`config.mk`:
```
export PLATFORM = sky130hd
export DESIGN_NAME = fetch_unit
export DESIGN_NICKNAME = d
export VERILOG_FILES = /design/src/rtl/fetch_unit.sv
export SDC_FILE = /design/constraint.sdc
export NUM_CORES = 1
export LEC_CHECK = 0
export ABC_CLOCK_PERIOD_IN_PS = 2900
export BUFFER_PORTS_ARGS = -buffer_cell sky130_fd_sc_hd__buf_2
export CAP_MARGIN = 20
export CORE_MARGIN = 10
export CORE_UTILIZATION = 51
export DETAILED_ROUTE_END_ITERATION = 16
export HOLD_SLACK_MARGIN = 0.02
export MAX_ROUTING_LAYER = met4
export PLACE_DENSITY = 0.8
export SLEW_MARGIN = 20
export SYNTH_ARGS = -nofsm -noshare
export SYNTH_HDL_FRONTEND = slang
export SYNTH_SLANG_ARGS = --single-unit
```
`constraint.sdc`:
```
create_clock -name clk -period 2.9 [get_ports clk]
set_input_delay 0.58 -clock clk [delete_from_list [all_inputs] [get_ports clk]]
set_output_delay 0.58 -clock clk [all_outputs]
set_load 0.02 [all_outputs]
```
`src/rtl/fetch_unit.sv`:
```
// Instruction fetch stage: owns the PC, requests words over a req/ack memory
// handshake and holds each word for decode. The HLT stop is enabled by FETCH_HALT_EN.
module fetch_unit #(
    parameter int           N        = 64,
    parameter logic [N-1:0] RESET_PC = '0
) (
    input  logic         clk,
    input  logic         reset,
    output logic         imem_req,
    output logic [N-1:0] imem_addr,
    input  logic         imem_ack,
    input  logic [31:0]  imem_rdata,
    output logic [31:0]  instr,
    output logic [N-1:0] instr_pc,
    output logic         instr_valid,
    input  logic         dec_ready,
    input  logic         PCSrc,
    input  logic [N-1:0] branch_target,
    output logic         halted
);

    typedef enum logic [1:0] {
        IDLE = 2'd0,
        REQ  = 2'd1,
        HOLD = 2'd2
`ifdef FETCH_HALT_EN
        ,
        HALT = 2'd3
`endif
    } state_t;

`ifdef FETCH_HALT_EN
    localparam logic [31:0] HLT_WORD = 32'hD440_0000;
`endif

    state_t         state_reg, state_next;
    logic [N-1:0]   pc_reg, pc_next;
    logic [31:0]    instr_reg, instr_next;
    logic [N-1:0]   instr_pc_reg, instr_pc_next;
    logic           valid_reg, valid_next;

    always_ff @(posedge clk) begin
        if (reset) begin
            state_reg    <= IDLE;
            pc_reg       <= RESET_PC;
            instr_reg    <= '0;
            instr_pc_reg <= '0;
            valid_reg    <= 1'b0;
        end else begin
            state_reg    <= state_next;
            pc_reg       <= pc_next;
            instr_reg    <= instr_next;
            instr_pc_reg <= instr_pc_next;
            valid_reg    <= valid_next;
        end
    end

    always_comb begin
        state_next    = state_reg;
        pc_next       = pc_reg;
        instr_next    = instr_reg;
        instr_pc_next = instr_pc_reg;
        valid_next    = valid_reg;
        case (state_reg)
            IDLE: state_next = REQ;
            REQ: begin
                if (imem_ack) begin
`ifdef FETCH_HALT_EN
                    // A HLT word is swallowed here and never reaches decode.
                    if (imem_rdata == HLT_WORD) begin
                        state_next = HALT;
                    end else begin
`else
                    begin
`endif
                        instr_next    = imem_rdata;
                        instr_pc_next = pc_reg;
                        valid_next    = 1'b1;
                        state_next    = HOLD;
                    end
                end
            end
            HOLD: begin
                if (dec_ready) begin
                    valid_next = 1'b0;
                    pc_next    = PCSrc ? {branch_target[N-1:2], 2'b00} : pc_reg + N'(4);
                    state_next = REQ;
                end
            end
`ifdef FETCH_HALT_EN
            HALT: state_next = HALT;
`endif
            default: state_next = IDLE;
        endcase
    end

    assign imem_req    = (state_reg == REQ);
    assign imem_addr   = pc_reg;
    assign instr       = instr_reg;
    assign instr_pc    = instr_pc_reg;
    assign instr_valid = valid_reg;
`ifdef FETCH_HALT_EN
    assign halted      = (state_reg == HALT);
`else
    assign halted      = 1'b0;
`endif

endmodule

```
==> results.yml, run 1 <==
status:
  status: "finished clean"
clock_tree:
  cts_setup_buffers: 0
  clk_pin_slew_ns: 0.06
  cts_resized: 0
  cts_tree: "yes"
  cts_buffers: 17
  cts-root-buf: "clkbuf_16"
  holdBufCountCts: 0
  htree_levels: 4
  cts_buffer_depth: 2
  clock_sinks: 159
  clock_insertion_delay_worst_skew_ns: 0.43
die:
  dieArea_um2: 20600
  core-area_um2: 15100
  dieWidth_um: 144
  ios: 264
  row_count: 45
  die_h_um: 144
  start_util: 0.516
global_routing:
  grt_max_degree: 65
  grt_pass1_wl_mm: 42.7
  gr-total-overflow: 0
  gr-usage-all-layers: 0.263
  antenna_found_initial: 3
  first_global_vias: 8023
place:
  io_buffers: 256
  dp_hpwl_mm: 20.0
  dp.cells: 1440
  place_area_um2: 9290
  gp_congestion: 0.954
yosys:
  syn_area_um2: 7780
  async_flop_share: 0
  yosysSeqAreaShare: 0.409
  ys_types: 58
  netlist_instances: 1046
  netlist_top_cells_area: "dfxtp_1 (41%), nand2_1 (12%), a21oi_1 (9.1%), nand3_1 (3.5%), clkbuf_1 (3.5%)"
  synth_top_area_cell: "dfxtp_1"
  synth-main-ff-cell: "dfxtp_1"
  syn_area_per_cell_um2: 7.44
  synth_edf_count: 0
  ys_ff_latch: 159
  synth_top_area_share: 0.409
  yosys_warnings: 0
cells_and_area:
  fin_cells: 1477
  layout.nets: 1373
  final_layout_size_suffix_gt1_frac: 0.268
  seq_area_um2: 3180
  synthToLayoutAreaGrowth_pct: 27.2
  multi_input_area_um2: 4200
  n_fill_cell: 1346
  fin_area_um2: 9890
worst_setup_path:
  crit_arrival_ns: 2.97
  cp.required_ns: 3.17
  critPathCaptureType: "flop"
  worstPathMaxFanout: 6
  crit_type: "flop to flop"
  start_kind: "flop"
pwr:
  p_per_area_nw_per_um2: 505
  p_leak_nw: 4.03
  ir_worst_vdd_v: 0.000421
  totalPowerFinal_mw: 4.99
min_path:
  worstHoldPathType: "input pin to flop"
detailed_routing:
  viasPerCell: 5.99
  drc_errors: 0
  vias: 8854
  drt_first_pass_iters: 6
  wl_per_cell_um: 18.9
  drt-total-wl_mm: 27.9
  antenna_left: 0
  drt_iter0_drc: 1015
sta:
  drv_slew: 0
  min_period_ns: 2.70
  final.setup.tns_ns: 0
  clock-skew-final_ns: 0.0103
  rsz0062_at_grt: "false"
  max_slew.worst_pin.slew_ns: 0.682
  finalCritPeriodShare: 0.930
  hold_viol: 0
  fmax_mhz: 371
  hold_slack_ns: 0.386
  setup_viol_count_final: 0
  relSlewSlack: 0.545
flow_run:
  cap_violations: 0
where the power goes:
group	leakage [nW]	switching [mW]	total [mW]	internal (mW)
clock	0.283	0.904	2.27	1.36
sequential	1.29	0.0438	2.27	2.23
combinational	2.46	0.300	0.456	0.157
total	4.03	1.25	4.99	3.75
cell usage in the layout (no fill, tap or decap), types with 12 or more instances in the layout:
cell type,count
a21oi_1,141
a31oi_1,21
and3_1,18
and4_1,12
buf_2,255
buf_4,39
clkbuf_16,17
dfxtp_1,159
nand2_1,243
nand3_1,55
nand4_1,30
nor2_1,40
nor3_1,26
nor4_1,14
o21ai_0,30
or4_1,12
worst max-delay path, stage by stage, from the launching register on:
cell     delay [ns]
dfxtp_1        0.43
nand4_2        0.23
or4_1          0.74
nor4_1         0.63
buf_4          0.23
mux2i_1        0.18
o22ai_1        0.11
cell usage after synthesis, drive strengths merged, types with 8 or more instances:
master  instances
mux2i          11
o211ai         10
dfxtp         159
inv            11
buf            22
nand2         243
and4           12
a211oi         11
nor3           26
a21oi         141
nor2           41
or4            14
clkbuf         73
nand3          55
nand4          31
and3           18
o31ai           8
nor4           15
or3            10
o21ai          30
a31oi          21
and2            8
path summary, 6_finish.rpt:
kind	from	end	slack [ns]	cells past startpoint
min reg2reg	instr[6]$_SDFFE_PP0P_	instr[6]$_SDFFE_PP0P_	0.45	2
min	imem_rdata[30]	instr[30]$_SDFFE_PP0P_	0.39	3
max	imem_addr[13]$_SDFFE_PP0P_	imem_addr[41]$_SDFFE_PP0P_	0.20	6
max reg2reg	imem_addr[13]$_SDFFE_PP0P_	imem_addr[41]$_SDFFE_PP0P_	0.20	6
area by class of cell:
type	instances	area share
Antenna cell	5	0.00126
Clock inverter	8	0.0106
Clock buffer	24	0.0497
Multi-Input combinational cell	785	0.424
Tap cell	188	0.0238
Timing Repair Buffer	297	0.165
Sequential cell	159	0.322
Inverter	11	0.00417
cell families (layout without fill, tap and decap cells):
logic type | after synthesis | in the layout | synth area share
compound gates | 276 | 276 | 0.216
fa+ha+maj | 1 | 1 | 0.00161
buf+inv | 106 | 340 | 0.0550
flops | 159 | 159 | 0.409
mux | 14 | 14 | 0.0185
other cells | 1 | 10 | 0.000482
simple gates | 489 | 489 | 0.299
per-stage QoR:
| stage | utilization | worst slack (ns) |
|---|---|---|
| after floorplan | - | 0.336 |
| after detailed placement | 0.615 | 0.291 |
| after global routing | 0.655 | 0.0610 |
| final | 0.656 | 0.203 |
| after CTS | 0.655 | 0.260 |
| after global placement | 0.615 | 0.320 |
layer usage:
layer | share of wire | vias to the layer above | global-route usage
met3 | 0.10 | 55 | 0.0630
met2 | 0.47 | 504 | 0.409
met4 | 0.022 | 0 | 0.0795
li1 | - | 4211 | -
met1 | 0.41 | 4084 | 0.334
met5 | 0 | - | -
No activity file was read; power rests on OpenSTA's default activity.
==> run 2: changes to the inputs <==
--- a/config.mk
+++ b/config.mk
@@ -11,9 +11,11 @@
 export CORE_MARGIN = 10
 export CORE_UTILIZATION = 51
 export DETAILED_ROUTE_END_ITERATION = 16
+export GPL_ROUTABILITY_DRIVEN = 0
 export HOLD_SLACK_MARGIN = 0.02
 export MAX_ROUTING_LAYER = met4
 export PLACE_DENSITY = 0.8
+export REMOVE_ABC_BUFFERS = 1
 export SLEW_MARGIN = 20
 export SYNTH_ARGS = -nofsm -noshare
 export SYNTH_HDL_FRONTEND = slang
==> results.yml, run 2 (synthesis results as in run 1) <==
cells_and_area:
  fin_area_um2: 9910
  final_cell_mix: "buf_2 (254), nand2_1 (243), dfxtp_1 (159), a21oi_1 (141), nand3_1 (55)"
  n_fill_cell: 1363
  multi_input_area_um2: 4200
  final_layout_size_suffix_gt1_frac: 0.273
  fin_cells: 1479
  fin_util: 0.657
  final_common_cell: "buf_2"
  layout.nets: 1377
  seq_area_um2: 3180
  synthToLayoutAreaGrowth_pct: 27.4
sta:
  final.setup.tns_ns: 0
  hold_viol: 0
  setup_viol_count_final: 0
  rsz0062_at_grt: "false"
  finalCritPeriodShare: 0.873
  hold_slack_ns: 0.379
  fin_ws_ns: 0.367
  clock-skew-final_ns: 0.00808
  min_period_ns: 2.53
  drv_slew: 0
  max_slew.worst_pin.slew_ns: 0.670
  relSlewSlack: 0.550
  fmax_mhz: 395
min_path:
  worstHoldPathType: "input pin to flop"
clock_tree:
  cts_buffers: 17
  cts_tree: "yes"
  cts_resized: 0
  htree_levels: 4
  cts_setup_buffers: 0
  clk_pin_slew_ns: 0.07
  clock_sinks: 159
  cts_buffer_depth: 2
  clock_insertion_delay_worst_skew_ns: 0.43
  cts-root-buf: "clkbuf_16"
  holdBufCountCts: 0
detailed_routing:
  drt_first_pass_iters: 5
  wl_per_cell_um: 18.5
  vias: 8741
  drc_errors: 0
  antenna_left: 0
  viasPerCell: 5.91
  drt-total-wl_mm: 27.4
  drt_iter0_drc: 942
die:
  core-area_um2: 15100
  dieArea_um2: 20600
  ios: 264
  dieWidth_um: 144
  die_h_um: 144
  start_util: 0.516
  row_count: 45
global_routing:
  grtUsageMet1: 0.333
  grt.busiest_layer: "met2"
  first_global_vias: 8010
  use_met3: 0.0634
  grt_max_degree: 109
  gr-usage-all-layers: 0.261
  gr-total-overflow: 0
  use_met2: 0.401
  grt_pass1_wl_mm: 42.6
  antenna_found_initial: 3
pwr:
  totalPowerFinal_mw: 4.99
  p_per_area_nw_per_um2: 503
  ir_worst_vdd_v: 0.000391
  p_leak_nw: 4.04
place:
  io_buffers: 256
  dp.cells: 1444
  dp_hpwl_mm: 19.5
  dp_worst_setup_slack_ns: 0.420
  place_area_um2: 9320
worst_setup_path:
  crit_type: "flop to flop"
  start_kind: "flop"
  critPathCaptureType: "flop"
  worstPathMaxFanout: 11
  crit_arrival_ns: 2.89
  cp.required_ns: 3.26
flow_run:
  cap_violations: 0
status:
  status: "finished clean"
run 2: path summary, 6_finish.rpt:
path	startpoint	to	slack, ns	cells past startpoint
setup / recovery	imem_addr[6]$_SDFFE_PP0P_	imem_addr[49]$_SDFFE_PP0P_	0.37	5
hold / removal	imem_rdata[28]	instr[28]$_SDFFE_PP0P_	0.38	3
setup reg to reg	imem_addr[6]$_SDFFE_PP0P_	imem_addr[49]$_SDFFE_PP0P_	0.37	5
hold reg to reg	instr[2]$_SDFFE_PP0P_	instr[2]$_SDFFE_PP0P_	0.45	2
run 2: report_power, final:
part           total (mW)  switching (mW)  internal (mW)
Combinational       0.456           0.297          0.159
Sequential           2.27          0.0454           2.23
Clock                2.26           0.980           1.28
run 2: metal layers:
layer  share of wire  wire, um  vias to the layer above
li1                -         -                     4222
met1            0.43     11700                     4028
met2            0.47     12800                      454
met3           0.092      2530                       37
met4           0.015       414                        0
met5               0         0                        -
run 2: area by class of cell:
class,count,share of cell area
inverter,11,0.00417
clock buffer,17,0.0429
antenna,3,0.000757
tap,188,0.0237
multi-input combinational,785,0.423
sequential,159,0.321
clock inverter,15,0.0164
timing repair buffer,301,0.168
run 2: critical path: stages, from the launching register on:
cell and delay [ns]:
dfxtp_1 0.54, nand4_1 0.20, or4_1 0.54, or4_4 0.57
or4_1 0.48, a31oi_1 0.13
